$ cat src/rtl/sort_result_reader.sv
// Drains DEPTH result words after a rising sort_done; out_valid 3 cycles after the edge, 1 word / 3 cycles peak.
// Backpressure: SEND holds out_data/out_last until out_ready. Optional SORT_CHECK_EN adds a signed order checker.
module sort_result_reader #(
  parameter int DATA_W = 32,
  parameter int DEPTH  = 32,
  parameter int ADDR_W = 5
) (
  input  logic              clock,
  input  logic              reset,
  input  logic              sort_done,
  output logic              mem_rd_en,
  output logic [ADDR_W-1:0] mem_addr,
  input  logic [DATA_W-1:0] mem_rdata,
  output logic              out_valid,
  output logic [DATA_W-1:0] out_data,
  output logic              out_last,
  input  logic              out_ready,
  output logic              busy,
  output logic              drain_done,
  output logic              order_err
);

  typedef enum logic [2:0] {
    IDLE  = 3'd0,
    READ  = 3'd1,
    CAPT  = 3'd2,
    SEND  = 3'd3,
    FIN   = 3'd4,
    REARM = 3'd5
  } state_t;

  localparam logic [ADDR_W-1:0] LAST_IDX = ADDR_W'(DEPTH - 1);

  state_t            state;
  state_t            state_nxt;
  logic [ADDR_W-1:0] idx;
  logic              done_q;
  logic              start;
  logic              is_last;

  // done_q resets high so a level already present at reset release is not an edge
  assign start   = (state == IDLE) && sort_done && !done_q;
  assign is_last = (idx == LAST_IDX);

  always_ff @(posedge clock) begin
    if (!reset) begin
      state    <= IDLE;
      done_q   <= 1'b1;
      idx      <= '0;
      out_data <= '0;
    end else begin
      state  <= state_nxt;
      done_q <= sort_done;
      if (start) begin
        idx <= '0;
      end else if (state == SEND && out_ready && !is_last) begin
        idx <= idx + 1'b1;
      end
      if (state == CAPT) begin
        out_data <= mem_rdata;
      end
    end
  end

  always_comb begin
    state_nxt  = state;
    mem_rd_en  = 1'b0;
    mem_addr   = '0;
    out_valid  = 1'b0;
    out_last   = 1'b0;
    busy       = 1'b0;
    drain_done = 1'b0;
    case (state)
      IDLE: begin
        if (start) state_nxt = READ;
      end
      READ: begin
        mem_rd_en = 1'b1;
        mem_addr  = idx;
        busy      = 1'b1;
        state_nxt = CAPT;
      end
      CAPT: begin
        busy      = 1'b1;
        state_nxt = SEND;
      end
      SEND: begin
        busy      = 1'b1;
        out_valid = 1'b1;
        out_last  = is_last;
        if (out_ready) state_nxt = is_last ? FIN : READ;
      end
      FIN: begin
        drain_done = 1'b1;
        state_nxt  = REARM;
      end
      REARM: begin
        if (!sort_done) state_nxt = IDLE;
      end
      default: state_nxt = IDLE;
    endcase
  end

`ifdef SORT_CHECK_EN
  // out_data still holds the previous word while CAPT loads the new one
  always_ff @(posedge clock) begin
    if (!reset) begin
      order_err <= 1'b0;
    end else if (state == READ && idx == '0) begin
      order_err <= 1'b0;
    end else if (state == CAPT && idx != '0 &&
                 $signed(out_data) > $signed(mem_rdata)) begin
      order_err <= 1'b1;
    end
  end
`else
  assign order_err = 1'b0;
`endif

endmodule

$ cat config.mk
export PLATFORM = sky130hd
export DESIGN_NAME = sort_result_reader
export DESIGN_NICKNAME = d
export VERILOG_FILES = /design/src/rtl/sort_result_reader.sv
export SDC_FILE = /design/constraint.sdc
export NUM_CORES = 1
export LEC_CHECK = 0
export CORE_MARGIN = 2
export CORE_UTILIZATION = 41
export DETAILED_ROUTE_END_ITERATION = 7
export PLACE_DENSITY = 0.89
export SYNTH_ARGS = -nofsm -noshare
export SYNTH_HDL_FRONTEND = slang
export SYNTH_SLANG_ARGS = --single-unit
$ cat constraint.sdc
create_clock -name clock -period 2.19 [get_ports clock]
set_input_delay 0.219 -clock clock [delete_from_list [all_inputs] [get_ports clock]]
set_output_delay 0.219 -clock clock [all_outputs]
set_load 0.02 [all_outputs]
### After elaboration in Yosys (flattened, before gate mapping)

Index checks and enable logic that the tools add are counted.

| word-level totals | value |
|---|---|
| output and inout port bits | 43 |
| flip-flop bits (word level) | 41 |
| logic and storage cells | 36 |
| input bits | 36 |

| cells by class | value |
|---|---|
| multiplexer cells | 11 |
| reductions and logical operators | 10 |
| add/sub/neg operators | 1 |
| bitwise logic cells | 1 |
| equality and inequality tests | 9 |

Operators with widths:

| operator | count |
|---|---|
| $pmux W3 S6 | 1 |
| $mux W3 | 4 |
| $eq A3 B2 Y1 const B | 2 |
| $eq A3 B3 Y1 const B | 2 |
| $ne A2 B2 Y1 const B | 3 |
| $add A5 B1 Y5 const B | 1 |
| $eq A5 B5 Y1 const B | 1 |
| $mux W1 | 5 |
| $mux W5 | 1 |
| $logic_and A1 B1 Y1 | 4 |
| $eq A3 B1 Y1 const B | 1 |
| $logic_not A3 Y1 | 1 |
| $reduce_and A3 Y1 | 1 |
| $reduce_or A3 Y1 | 1 |
| $logic_not A1 Y1 | 2 |
| $reduce_or A2 Y1 | 1 |
| $not A1 Y1 | 1 |

### Depth between registers and ports, before layout

Gate-level depths: netlist of the first run.

| depth | value |
|---|---|
| depth in word-level cells | 5 |
| depth in mapped cells | 6 |
| gate-level depth less buffers | 6 |

### Least setup slack after synthesis of the first run

OpenSTA, ideal clock, no wires.

| path | value |
|---|---|
| kind | flip-flop to flip-flop |
| start | register idx[0] |
| end | register idx[3] |
| buffers on the path | 0 |
| data arrival time | 1,686 ps |
| clock period less this slack | 1,757 ps |
| stages on the path, launching flop included | 7 |
| required time | 2,119 ps |
| library setup time | 71 ps |
| setup slack | 433 ps |
| path through | dfxtp_1 -> ha_1 -> and3_1 -> ha_1 -> nand2b_1 -> or4_1 -> a21oi_1 |

| on the way | value |
|---|---|
| longest elaborated chain between the ends | 3 |
| elaborated cells between the ends (all ways) | 4 |
| classes of those cells | add/sub: 1; eq/ne: 1; reduce/logical: 2 |

Ends and longest elaborated chain:

| what | line | RTL |
|---|---|---|
| start, declared | 36 | `logic [ADDR_W-1:0] idx;` |
| start signal, assigned | 57 | `idx <= idx + 1'b1;` |
| branches (longest 3 deep; another with $add A5 B1 Y5) | -- |  |

Several ways; the timed one is not identified.
A chain may end at the register's enable or synchronous reset.

### Worst setup path in the final report of the first run

| path | value |
|---|---|
| start | register state[1] |
| end | output port mem_addr[4] |

| on the way | value |
|---|---|
| longest elaborated chain between the ends | 2 |

Ends and longest elaborated chain:

| what | line | RTL |
|---|---|---|
| start, declared | 34 | `state_t state;` |
| start signal, assigned | 52 | `state <= state_nxt;` |
| $eq A3 B1 Y1 | 73 | `case (state)` |
| $mux W5 | 73 |  |
| end, declared | 12 | `output logic [ADDR_W-1:0] mem_addr,` |

No other way between the ends.

==> out/qor.csv, run 1 <==
stage,metric,value,unit
power_and_ir_drop,switching share of power,0.231,
run_status,outcome,finished clean,
finish,area added between synthesis and finish,55.7,%
critical_path,critical path class,register to output pin,
power_and_ir_drop,pwr/cell area,630,mW/mm²
timing,Final Cycle Share,0.943,
grt,initial antenna violation count,0,
timing,achievable clock frequency,0.484,GHz
grt,remaining global-route overflow,0,
power_and_ir_drop,Sw Pwr,387,µW
finish,ANT cells,0,
timing,Slew Limit Fails,0,
power_and_ir_drop,clock power share,0.371,
finish,post-route cell area,0.00266,mm²
timing,Final WS setup,125,ps
min_path,hold wc startpoint,out_data[23],
timing,unrepaired setup endpoints after global routing,no,
drt,Pre-antenna DRT Iters,4,
die,IO Count,79,
finish,fraction of layout cells with a size suffix above 1,0.0638,
die,core area,0.00400,mm²
drt,post-route antenna net violation count,0,
clock_tree,clock sink count,41,
timing,clk_skew,4.47,ps
critical_path,Worst R2R Start,idx[0],
die,starting density of the core,0.427,
clock_tree,Post-CTS Hold Fix Bufs,0,
timing,TNS Setup,0,ps
die,die area,0.00469,mm²
critical_path,startpoint types,register,
timing,Hold Fails Final Rpt,0,
critical_path,Crit path required time,1970,ps
synthesis,post-synth cell types,30,
clock_tree,Clock transition at path regs,70,ps
power_and_ir_drop,combinational cell fraction of total power,0.156,
clock_tree,total CTS buffers,5,
finish,most frequent cells in the layout,"76 x clkdlybuf4s50_1, 65 x nand2_1, 41 x dfxtp_1",
drt,Vias,1599,
place,placed inst area,0.00253,mm²
critical_path,Worst EP arrival,1850,ps
die,num rows,23,
critical_path,Setup crit start,state[1],
drt,Via density,4.82,
finish,# nets final,319,
power_and_ir_drop,Peak VDD IR,416,µV
run,Max Cap Violations,0,
grt,first-pass GRT wire length,6.33,mm
clock_tree,CTS tree,done,
min_path,worst hold path type,register to register,
synthesis,synthesized area,0.00171,mm²
clock_tree,H-tree levels,2,
synthesis,ys async rst share,0,
place,Buffers on Ports,77,
critical_path,critical path capture point type,output pin,
place,cell count after placement,324,
die,Die Span X,68.5,µm
grt,GRT Total Usage,0.180,
synthesis,synthesized netlist net count,241,
finish,"most common cell after layout, fill and taps aside",clkdlybuf4s50_1,
critical_path,CP max FO,11,
clock_tree,clk buf depth,2,
drt,initial DRC count,73,
place,routability congestion estimate,0.777,
finish,fillers,362,
power_and_ir_drop,Leak,0.00101,µW
synthesis,Mapped Cells,203,
power_and_ir_drop,Int Pwr,1290,µW
clock_tree,clock latency on the worst-skew pair,290,ps
synthesis,sequential fraction of the synthesis area,0.481,
synthesis,Yosys Warn Count,0,
die,Die H,68.5,µm
power_and_ir_drop,Reg power frac,0.473,
synthesis,syn_area_per_cell,8.41,µm²
drt,drt total wl,4.02,mm
clock_tree,CTS root buf,clkbuf_8,
synthesis,Post-synth top flop,dfxtp_1,
grt,largest net degree at the start of global routing,33,
place,Final HPWL DP,2.92,mm
timing,Tmin final,2070,ps
synthesis,"EDFF count, synth",0,
place,pre-CTS setup slack,311,ps
timing,final-report setup violation count,0,
drt,DR DRC count,0,
grt,number of global-route vias before repair,1442,
synthesis,Synth Register Bits,41,
finish,Finished Layout Cells,332,
drt,per-cell routed wire length,12.1,µm
timing,Min Hold Slack,452,ps
==> cells in the mapped netlist (all sizes together), types with 2 or more instances <==
master  instances  share of area
nand3           4          0.012
buf             9          0.031
a21boi         32           0.14
clkbuf          5          0.011
nand2b          2         0.0073
o21ai           4          0.012
nor2            3         0.0066
dfxtp          41           0.48
nand2          65           0.14
or4             2         0.0088
o31ai           2         0.0088
nor3b           2          0.012
ha              2          0.015
inv             4         0.0088
and2            6          0.022
a21oi           6          0.018
and3            4          0.015
==> final timing paths <==
kind | end | cells after the start | slack (ps)
hold / removal | out_data[23] | 2 | 450
setup reg to reg | idx[3] | 6 | 280
setup / recovery | mem_addr[4] | 4 | 120
hold reg to reg | out_data[23] | 2 | 450
==> worst max-delay path, stage by stage (launching register included) <==
cell	delay, ps
dfxtp_1	430
nor3b_1	240
buf_4	160
and2_1	120
clkdlybuf4s50_1	600
==> state kept, by name, indices dropped and copies added, names as in the netlist <==
| signal | cells |
|---|---|
| state | 3 |
| idx | 5 |
| done_q | 1 |
| out_data | 32 |
==> stage by stage <==
stage / power [µW] / utilization
after floorplan: 928 / -
after global placement: 1070 / 0.634
after detailed placement: 1070 / 0.634
after CTS: 1700 / 0.664
after global routing: 1750 / 0.664
final: 1670 / 0.664
==> layout make-up <==
type	instances	area, µm²	area share
Multi-Input combinational cell	144	806	0.303
Sequential cell	41	821	0.309
Inverter	4	15.0	0.00565
Clock buffer	6	82.6	0.0311
Clock inverter	2	37.5	0.0141
Timing Repair Buffer	85	833	0.314
Tap cell	50	62.6	0.0235
==> logic make-up (layout without fill, tap and decap cells) <==
logic type / count (synthesis) / in the layout / synth area share
buffers and inverters: 18 / 97 / 0.0506
other: 1 / 1 / 0.00220
adders and majority gates: 2 / 2 / 0.0147
DFF: 41 / 41 / 0.481
and+or+nand+nor: 93 / 93 / 0.253
AOI/OAI and AO/OA: 48 / 48 / 0.199
==> power groups by stage <==
| stage | Combinational, µW | Clock [µW] | Sequential [µW] |
|---|---|---|---|
| global route | 285 | 670 | 796 |
| detailed placement | 263 | 0 | 809 |
| floorplan | 92.0 | 0 | 836 |
| finish | 261 | 622 | 792 |
| CTS | 265 | 642 | 792 |
| global placement | 260 | 0 | 807 |
==> metal layers <==
metal / GRT usage / wire length (µm) / vias to the layer above
li1: - / - / 823
met1: 0.201 / 1630 / 728
met2: 0.326 / 2090 / 42
met3: 0.0552 / 255 / 6
met4: 0.0550 / 44 / 0
met5: 0 / 0 / -
==> what timing repair did <==
action,CTS,global route
buffers inserted,0,0
endpoints found under the setup margin,0,1
gates resized for setup,0,1
Power figures use the tool's default switching activity.
==> run 2, diff against run 1 <==
Settings changed: CORE_MARGIN 2 to 4.
==> run 2 against run 1 <==
  * Largest power group unchanged
  * Largest cell class unchanged
  * Clock-buffer cell count stayed put
  * Flip-flop and latch count unchanged
  * Sequential share of layout area is essentially flat
  * Sequential power about the same
  * Critical endpoint is now mem_addr[1]
==> out/qor.csv, run 2 (same netlist as run 1, synthesis figures left out) <==
stage,metric,value,unit,change
critical_path,crit path max-delay cell type,clkdlybuf4s50_1,,
timing,Slew Limit Fails,0,,unchanged
timing,achievable clock frequency,0.478,GHz,-1.4%
finish,most frequent cells in the layout,"75 x clkdlybuf4s50_1, 65 x nand2_1, 41 x dfxtp_1",,
grt,largest net degree at the start of global routing,33,,unchanged
run,Max Cap Violations,0,,unchanged
power_and_ir_drop,Int Pwr,1290,µW,+0.13%
finish,# nets final,318,,-0.31%
finish,fillers,350,,-3.3%
min_path,worst hold path type,register to register,,
power_and_ir_drop,clock power share,0.372,,about the same
power_and_ir_drop,combinational cell fraction of total power,0.156,,about the same
power_and_ir_drop,Leak,0.00101,µW,+0.25%
drt,Pre-antenna DRT Iters,4,,unchanged
run_status,outcome,finished clean,,
drt,per-cell routed wire length,12.1,µm,-0.27%
finish,fraction of layout cells with a size suffix above 1,0.0605,,-0.00333
critical_path,max incr delay on CP,590,ps,about the same
power_and_ir_drop,pwr/cell area,631,mW/mm²,+0.20%
grt,grt met2 use,0.263,,-0.0628
place,Final HPWL DP,2.92,mm,-0.19%
clock_tree,clock latency on the worst-skew pair,290,ps,about the same
critical_path,CP top delay family,buffers and inverters,,
clock_tree,clk buf depth,2,,unchanged
critical_path,startpoint types,register,,
critical_path,Worst EP arrival,1870,ps,+20 ps
finish,area added between synthesis and finish,55.9,%,
power_and_ir_drop,Reg power frac,0.471,,-0.002
drt,initial DRC count,72,,-1.4%
timing,Min Hold Slack,451,ps,-0.994 ps
die,Die H,72.5,µm,+5.8%
power_and_ir_drop,Pwr Total,1680,µW,+0.34%
timing,TNS Setup,0,ps,unchanged
timing,final-report setup violation count,0,,unchanged
die,die area,0.00526,mm²,+12%
finish,max reg flops,32,,unchanged
drt,Vias,1602,,+0.19%
timing,clk_skew,3.83,ps,-0.636 ps
finish,ANT cells,0,,unchanged
grt,number of global-route vias before repair,1481,,+2.7%
die,starting density of the core,0.427,,unchanged
clock_tree,H-tree levels,2,,unchanged
place,routability congestion estimate,0.805,,+3.6%
finish,"most common cell after layout, fill and taps aside",clkdlybuf4s50_1,,
finish,Biggest register,out_data,,
critical_path,CP max FO,11,,unchanged
critical_path,Crit path required time,1970,ps,about the same
power_and_ir_drop,Sw Pwr,392,µW,+1.0%
finish,register area,821,µm²,unchanged
critical_path,critical-path cell list,nor3b_1 > buf_4 > and2_1 > clkdlybuf4s50_1,,
drt,post-route antenna net violation count,0,,unchanged
clock_tree,Post-CTS Hold Fix Bufs,0,,unchanged
critical_path,critical path class,register to output pin,,
drt,drt total wl,4.00,mm,-0.57%
grt,met3 Use GR,0.0512,,-0.00395
clock_tree,clock sink count,41,,unchanged
die,Die Span X,72.5,µm,+5.8%
die,core area,0.00400,mm²,unchanged
timing,unrepaired setup endpoints after global routing,no,,
clock_tree,CTS root buf,clkbuf_8,,
grt,"Most Used Layer, Global Route",met2,,
critical_path,critical path capture point type,output pin,,
die,IO Count,79,,unchanged
power_and_ir_drop,Peak VDD IR,433,µV,+4.0%
grt,first-pass GRT wire length,6.38,mm,+0.87%
clock_tree,Post-CTS Setup Bufs,0,,unchanged
finish,"Core Util, Final",0.665,,+0.000938
finish,largest registers,"out_data x32, idx x5, state x3",,
timing,Final Cycle Share,0.956,,+0.0131
clock_tree,total CTS buffers,5,,unchanged
clock_tree,CTS tree,done,,
place,Buffers on Ports,77,,unchanged
drt,DR DRC count,0,,unchanged
grt,GRT Total Usage,0.153,,-0.0271
die,num rows,23,,unchanged
grt,remaining global-route overflow,0,,unchanged
finish,area of the multi-input gates,806,µm²,unchanged
grt,met1 global-route usage,0.177,,-0.0241
timing,Tmin final,2090,ps,+28.6 ps
clock_tree,Clock transition at path regs,80,ps,about the same
drt,Via density,4.84,,+0.49%
critical_path,WP buf/inv,2,,unchanged
grt,initial antenna violation count,0,,unchanged
timing,Hold Fails Final Rpt,0,,unchanged
power_and_ir_drop,switching share of power,0.233,,+0.00161
[run 2: stage by stage]
step / cells / area, µm² / setup slack (ps)
6_report: 331 / 2660 / 96.0
3_3_place_gp: 323 / 2540 / 355
2_1_floorplan: 203 / 1710 / 433
5_1_grt: 331 / 2660 / 1.71
3_5_place_dp: 323 / 2540 / 305
4_1_cts: 331 / 2660 / 68.1
[run 2: worst register-to-register path: stages (launching register included)]
cell,delay [ps]
dfxtp_1,350
ha_1,220
and3_1,190
ha_1,230
nand2b_1,250
or4_1,490
a21oi_1,140
[run 2: layout make-up]
type / instances / area share
Sequential cell: 41 / 0.308
Clock inverter: 2 / 0.0141
Inverter: 4 / 0.00564
Clock buffer: 6 / 0.0310
Timing Repair Buffer: 84 / 0.315
Multi-Input combinational cell: 144 / 0.303
Tap cell: 50 / 0.0235
[run 2: final timing paths]
check | from | end | slack [ps] | depth (start not counted)
setup reg to reg | idx[0] | idx[3] | 260 | 6
hold reg to reg | out_data[23] | out_data[23] | 450 | 2
hold / removal | out_data[23] | out_data[23] | 450 | 2
setup / recovery | state[1] | mem_addr[1] | 100 | 4
[run 2: repair_timing]
action,4_1_cts,5_1_grt
resized for setup,1,1
hold endpoints to repair,0,0
setup endpoints to repair,1,1
[run 2: power groups by stage]
stage / sequential (µW) / combinational, µW / clock, µW
CTS: 792 / 266 / 644
detailed placement: 810 / 265 / 0
finish: 792 / 263 / 626
global placement: 808 / 262 / 0
floorplan: 836 / 92.0 / 0
global route: 796 / 284 / 681
[run 2: per-layer routing]
metal  wire [µm]  vias to the layer above
met5           0                        -
met4          54                        0
met3         294                        6
met2        1920                       45
met1        1720                      728
li1            -                      823
==> run 3, diff against run 2 <==
Settings changed: CORE_MARGIN 4 to 2, TNS_END_PERCENT from default to 100.
==> results of run 3 <==
The final DEF is identical to that of run 1; final timing and power are the same.
==> RTL change 1: new RTL, settings of run 2 <==
The 6 states of `state_t` get a one-hot encoding in 6 bits.
--- a/src/rtl/sort_result_reader.sv
+++ b/src/rtl/sort_result_reader.sv
@@ -20,13 +20,13 @@
   output logic              order_err
 );
 
-  typedef enum logic [2:0] {
-    IDLE  = 3'd0,
-    READ  = 3'd1,
-    CAPT  = 3'd2,
-    SEND  = 3'd3,
-    FIN   = 3'd4,
-    REARM = 3'd5
+  typedef enum logic [5:0] {
+    IDLE  = 6'b000001,
+    READ  = 6'b000010,
+    CAPT  = 6'b000100,
+    SEND  = 6'b001000,
+    FIN   = 6'b010000,
+    REARM = 6'b100000
   } state_t;
 
   localparam logic [ADDR_W-1:0] LAST_IDX = ADDR_W'(DEPTH - 1);
Function: no difference found for any inputs over 10 cycles, from zero or initial values and one cycle with reset low; not proved beyond that.
==> RTL change 1 against run 2 <==
  * Sequential cell count rose by 3
  * Via count rose by 24%
  * Cell area rose by 8.3%
  * Register-to-register slack got worse by 130 ps
  * Die area rose by 11%
  * Cell count rose by 8.5%
  * Wire length rose by 36%
  * Critical path depth rose by 2
  * Synthesized area rose by 12%
  * Setup slack improved by 37 ps
  * Sequential power rose by 4.7%
  * Power fell by 2.8%
  * Critical path type is now register to register
  * Largest cell class is now multi-input combinational cells
==> RTL change 1: results (changes against run 2) <==
Power and ir drop
  – Max VDD drop: 0.360 mV (was 0.433 mV)
  – P_clk: 0.515 mW (was 0.626 mW)
  – Flop pwr share: 50.8% (was 47.1%)

Synthesis
  – Mapped Nets: 267 (was 241)
  – Synth area leaders: dfxtp_1 46%, nand3_1 9.7%, o21ai_0 9.7%, a21oi_1 9.4%, clkbuf_1 3.5% (was dfxtp_1 48%, nand2_1 14%, a21boi_0 8.8%, a21boi_1 5.3%, and2_1 2.2%)
  – Sequential element share of the synthesized area: 46.0% (was 48.1%)
  – Synth Area in Compound Gates: 24.8% (was 19.9%)
  – Area share of fa/ha/maj cells after synthesis: 1.31% (was 1.47%)
  – Cell variety after synth: 37 (was 30)
  – Most frequent cells after synthesis: 44 x dfxtp_1, 37 x nand3_1, 37 x o21ai_0 (was 65 x nand2_1, 41 x dfxtp_1, 20 x a21boi_0)

Routing
  – WL met3: 340 µm (was 294 µm)
  – Metal-1 WL: 2.23 mm (was 1.72 mm)
  – Drt first-iter violations: 98 (was 72)
  – Vias per inst: 5.51 (was 4.84)

Critical path
  – Reg2reg setup slack: 130 ps (was 260 ps)
  – Slowest cell delay on critical path: 540 ps (was 590 ps)
  – Crit path DAT: 2270 ps (was 1870 ps)
  – CP Capture Type: register (was output port)
  – Maximum fanout along the worst path: 8 (was 11)
  – Crit-path slowest cell: or4_4 (was clkdlybuf4s50_1)

Place
  – GP Congestion: 0.837 (was 0.805)

Global route
  – Vias in the first global route: 1891 (was 1481)
  – First-pass GRT wire length: 8.90 mm (was 6.38 mm)
  – Met2 Use GR: 33.0% (was 26.3%)
  – Gr usage total: 18.4% (was 15.3%)
  – Pin count of the biggest net entering global routing: 34 (was 33)
  – Met1 usage: 21.0% (was 17.7%)

Timing
  – Clock Skew: 8.84 ps (was 3.83 ps)

Worst hold path
  – Worst Hold End: out_data[3] (was out_data[23])

Final layout
  – Biggest registers after layout: out_data x32, state x6, idx x5 (was out_data x32, idx x5, state x3)
  – FILL cells: 383 (was 350)
  – Share of layout cells above drive strength 1: 9.45% (was 6.05%)

Run status
  – Status: finished, final reports clean (unchanged)
RTL change 1: cell count changes in the layout (fill, tap and decap cells not counted), moves of 7 or more:
| cell | run 2 | this run |
|---|---|---|
| nand2_1 | 65 | 0 |
| o21ai_0 | 4 | 37 |
| dlygate4sd2_1 | 1 | 8 |
| a21oi_1 | 6 | 36 |
| nand3_1 | 4 | 37 |
| buf_4 | 6 | 14 |
| a21boi_0 | 20 | 0 |
| a21boi_1 | 12 | 0 |
| clkdlybuf4s50_1 | 75 | 67 |
RTL change 1: what timing repair did:
item                                   4_1_cts  5_1_grt
endpoints found under the hold margin        0        0
pin swaps                                    1        0
gates resized for setup                     10        3
setup buffers                                2        0
setup endpoints to repair                   10        3
RTL change 1: metrics by stage:
| stage | total power [mW] | std cells | utilization, % | hold slack [ps] | setup WS, ps |
|---|---|---|---|---|---|
| floorplan | 0.993 | 229 | - | 292 | 306 |
| global placement | 1.11 | 349 | 62.0 | 460 | 195 |
| detailed placement | 1.12 | 349 | 62.0 | 467 | 138 |
| CTS | 1.65 | 359 | 64.6 | 476 | 29.8 |
| global route | 1.71 | 359 | 64.8 | 474 | 31.6 |
| finish | 1.63 | 359 | 64.8 | 478 | 133 |
RTL change 1: layout make-up:
type / count / area, µm² / area share [%]
inverters: 5 / 18.8 / 0.651
flip-flops and latches: 44 / 881 / 30.6
clock inverters: 1 / 7.51 / 0.261
multi-input cells: 159 / 952 / 33.0
well taps: 52 / 65.1 / 2.26
clock buffers: 7 / 86.3 / 3.00
repair buffers: 91 / 871 / 30.2
RTL change 1: cells by family (layout without fill, tap and decap cells):
family	Yosys count	in the layout
other	1	1
flip-flops	44	44
adder cells (fa/ha/maj)	2	2
AND/OR/NAND/NOR	70	70
buffers and inverters	26	104
XOR/XNOR	1	1
AO/OA/AOI/OAI	85	85
==> RTL change 2: new RTL, flow settings as in run 2 <==
Made on the original files. Build with the macro `SORT_CHECK_EN` defined.
--- a/src/rtl/sort_result_reader.sv
+++ b/src/rtl/sort_result_reader.sv
@@ -1,5 +1,7 @@
 // Drains DEPTH result words after a rising sort_done; out_valid 3 cycles after the edge, 1 word / 3 cycles peak.
 // Backpressure: SEND holds out_data/out_last until out_ready. Optional SORT_CHECK_EN adds a signed order checker.
+`define SORT_CHECK_EN
+
 module sort_result_reader #(
   parameter int DATA_W = 32,
   parameter int DEPTH  = 32,
Function: changed (a bounded check fails within 10 cycles, from zero or initial values and one cycle with reset low).
==> RTL change 2 against run 2 <==
  * Sequential cell count up 1
  * Count of clock-buffer cells in the layout unchanged
  * Power grew 8.1%
  * Global-route usage is 2.2 points higher
  * Setup slack improved by 100 ps
  * Wire length increased by 63%
  * Synthesized area up 52%
  * Cell area grew 36%
==> RTL change 2: results (changes against run 2) <==
Place
  – DP Area: 3490 µm² (was 2540 µm²)
  – Dpl cells: 473 (was 323)
  – Post-Place Worst Slack: -87.4 ps (was 305 ps)
  – Detail Placement HPWL: 5.12 mm (was 2.92 mm)
  – GP Congestion: 0.805 (about the same)

Critical path
  – CP endpoint: mem_addr[0] (was mem_addr[1])
  – Maximum fanout along the worst path: 8 (was 11)
  – RR Startpoint: out_data[22] (was idx[0])
  – FF-to-FF End: order_err (was idx[3])
  – Crit path DAT: 1770 ps (was 1870 ps)

Routing
  – Vias per inst: 5.10 (was 4.84)
  – Metal-1 WL: 2.96 mm (was 1.72 mm)
  – Met2 WL post-DR: 3.12 mm (was 1.92 mm)
  – WL met3: 280 µm (was 294 µm)
  – Drt first-iter violations: 98 (was 72)
  – Total number of vias: 2453 (was 1602)

Final layout
  – Inverters: 37 (was 4)
  – Nonclk buf count: 89 (was 84)
  – Fin nets: 476 (was 318)
  – Design area: 3610 µm² (was 2660 µm²)
  – Non-clock buffer share: 23.9% (was 31.5%)
  – Clock network area share: 3.05% (was 4.51%)

Run status
  – Status: finished, final reports clean (unchanged)

Synthesis
  – Syn_area_per_cell: 8.02 µm² (was 8.41 µm²)
  – Sequential element share of the synthesized area: 32.4% (was 48.1%)
  – Most frequent cells after synthesis: 75 x nand2_1, 42 x dfxtp_1, 36 x inv_1 (was 65 x nand2_1, 41 x dfxtp_1, 20 x a21boi_0)
  – Mapped Nets: 394 (was 241)
  – Cell variety after synth: 44 (was 30)
  – Synth area leaders: dfxtp_1 32%, ha_1 17%, nand2_1 11%, a21boi_0 9.3%, inv_1 5.2% (was dfxtp_1 48%, nand2_1 14%, a21boi_0 8.8%, a21boi_1 5.3%, and2_1 2.2%)

Worst hold path
  – Hold wc startpoint: out_data[12] (was out_data[23])

Die
  – Core area: 6030 µm² (was 4000 µm²)

Global route
  – Vias in the first global route: 2428 (was 1481)
  – First-pass GRT wire length: 10.8 mm (was 6.38 mm)
  – Routing usage on met3: 2.93% (was 5.12%)
  – Met1 usage: 21.4% (was 17.7%)
  – Met2 Use GR: 30.7% (was 26.3%)

Timing
  – Worst setup margin: 199 ps (was 96.0 ps)
RTL change 2: report_power, final:
part	internal, mW	total, mW	switching [mW]	leakage, nW
logic	0.194	0.383	0.189	1.17
registers	0.793	0.819	0.0261	0.341
clock network	0.340	0.615	0.274	0.0514
RTL change 2: logic make-up (layout without fill, tap and decap cells):
kind of cell | after synthesis | after routing | synth area share (%)
simple gates | 124 | 124 | 23.2
buf+inv | 51 | 134 | 7.73
compound gates | 66 | 66 | 18.0
xor+xnor | 3 | 3 | 1.01
flops | 42 | 42 | 32.4
fa+ha+maj | 35 | 35 | 16.9
mux | 2 | 2 | 0.773
RTL change 2: how the worst min path moves through the flow:
stage / to / slack (ps) / depth (start not counted)
after floorplan: done_q / 320 / 2
after global placement: out_data[3] / 470 / 2
after detailed placement: out_data[12] / 480 / 2
after CTS: out_data[12] / 490 / 2
after global routing: out_data[20] / 500 / 3
final: out_data[12] / 490 / 2
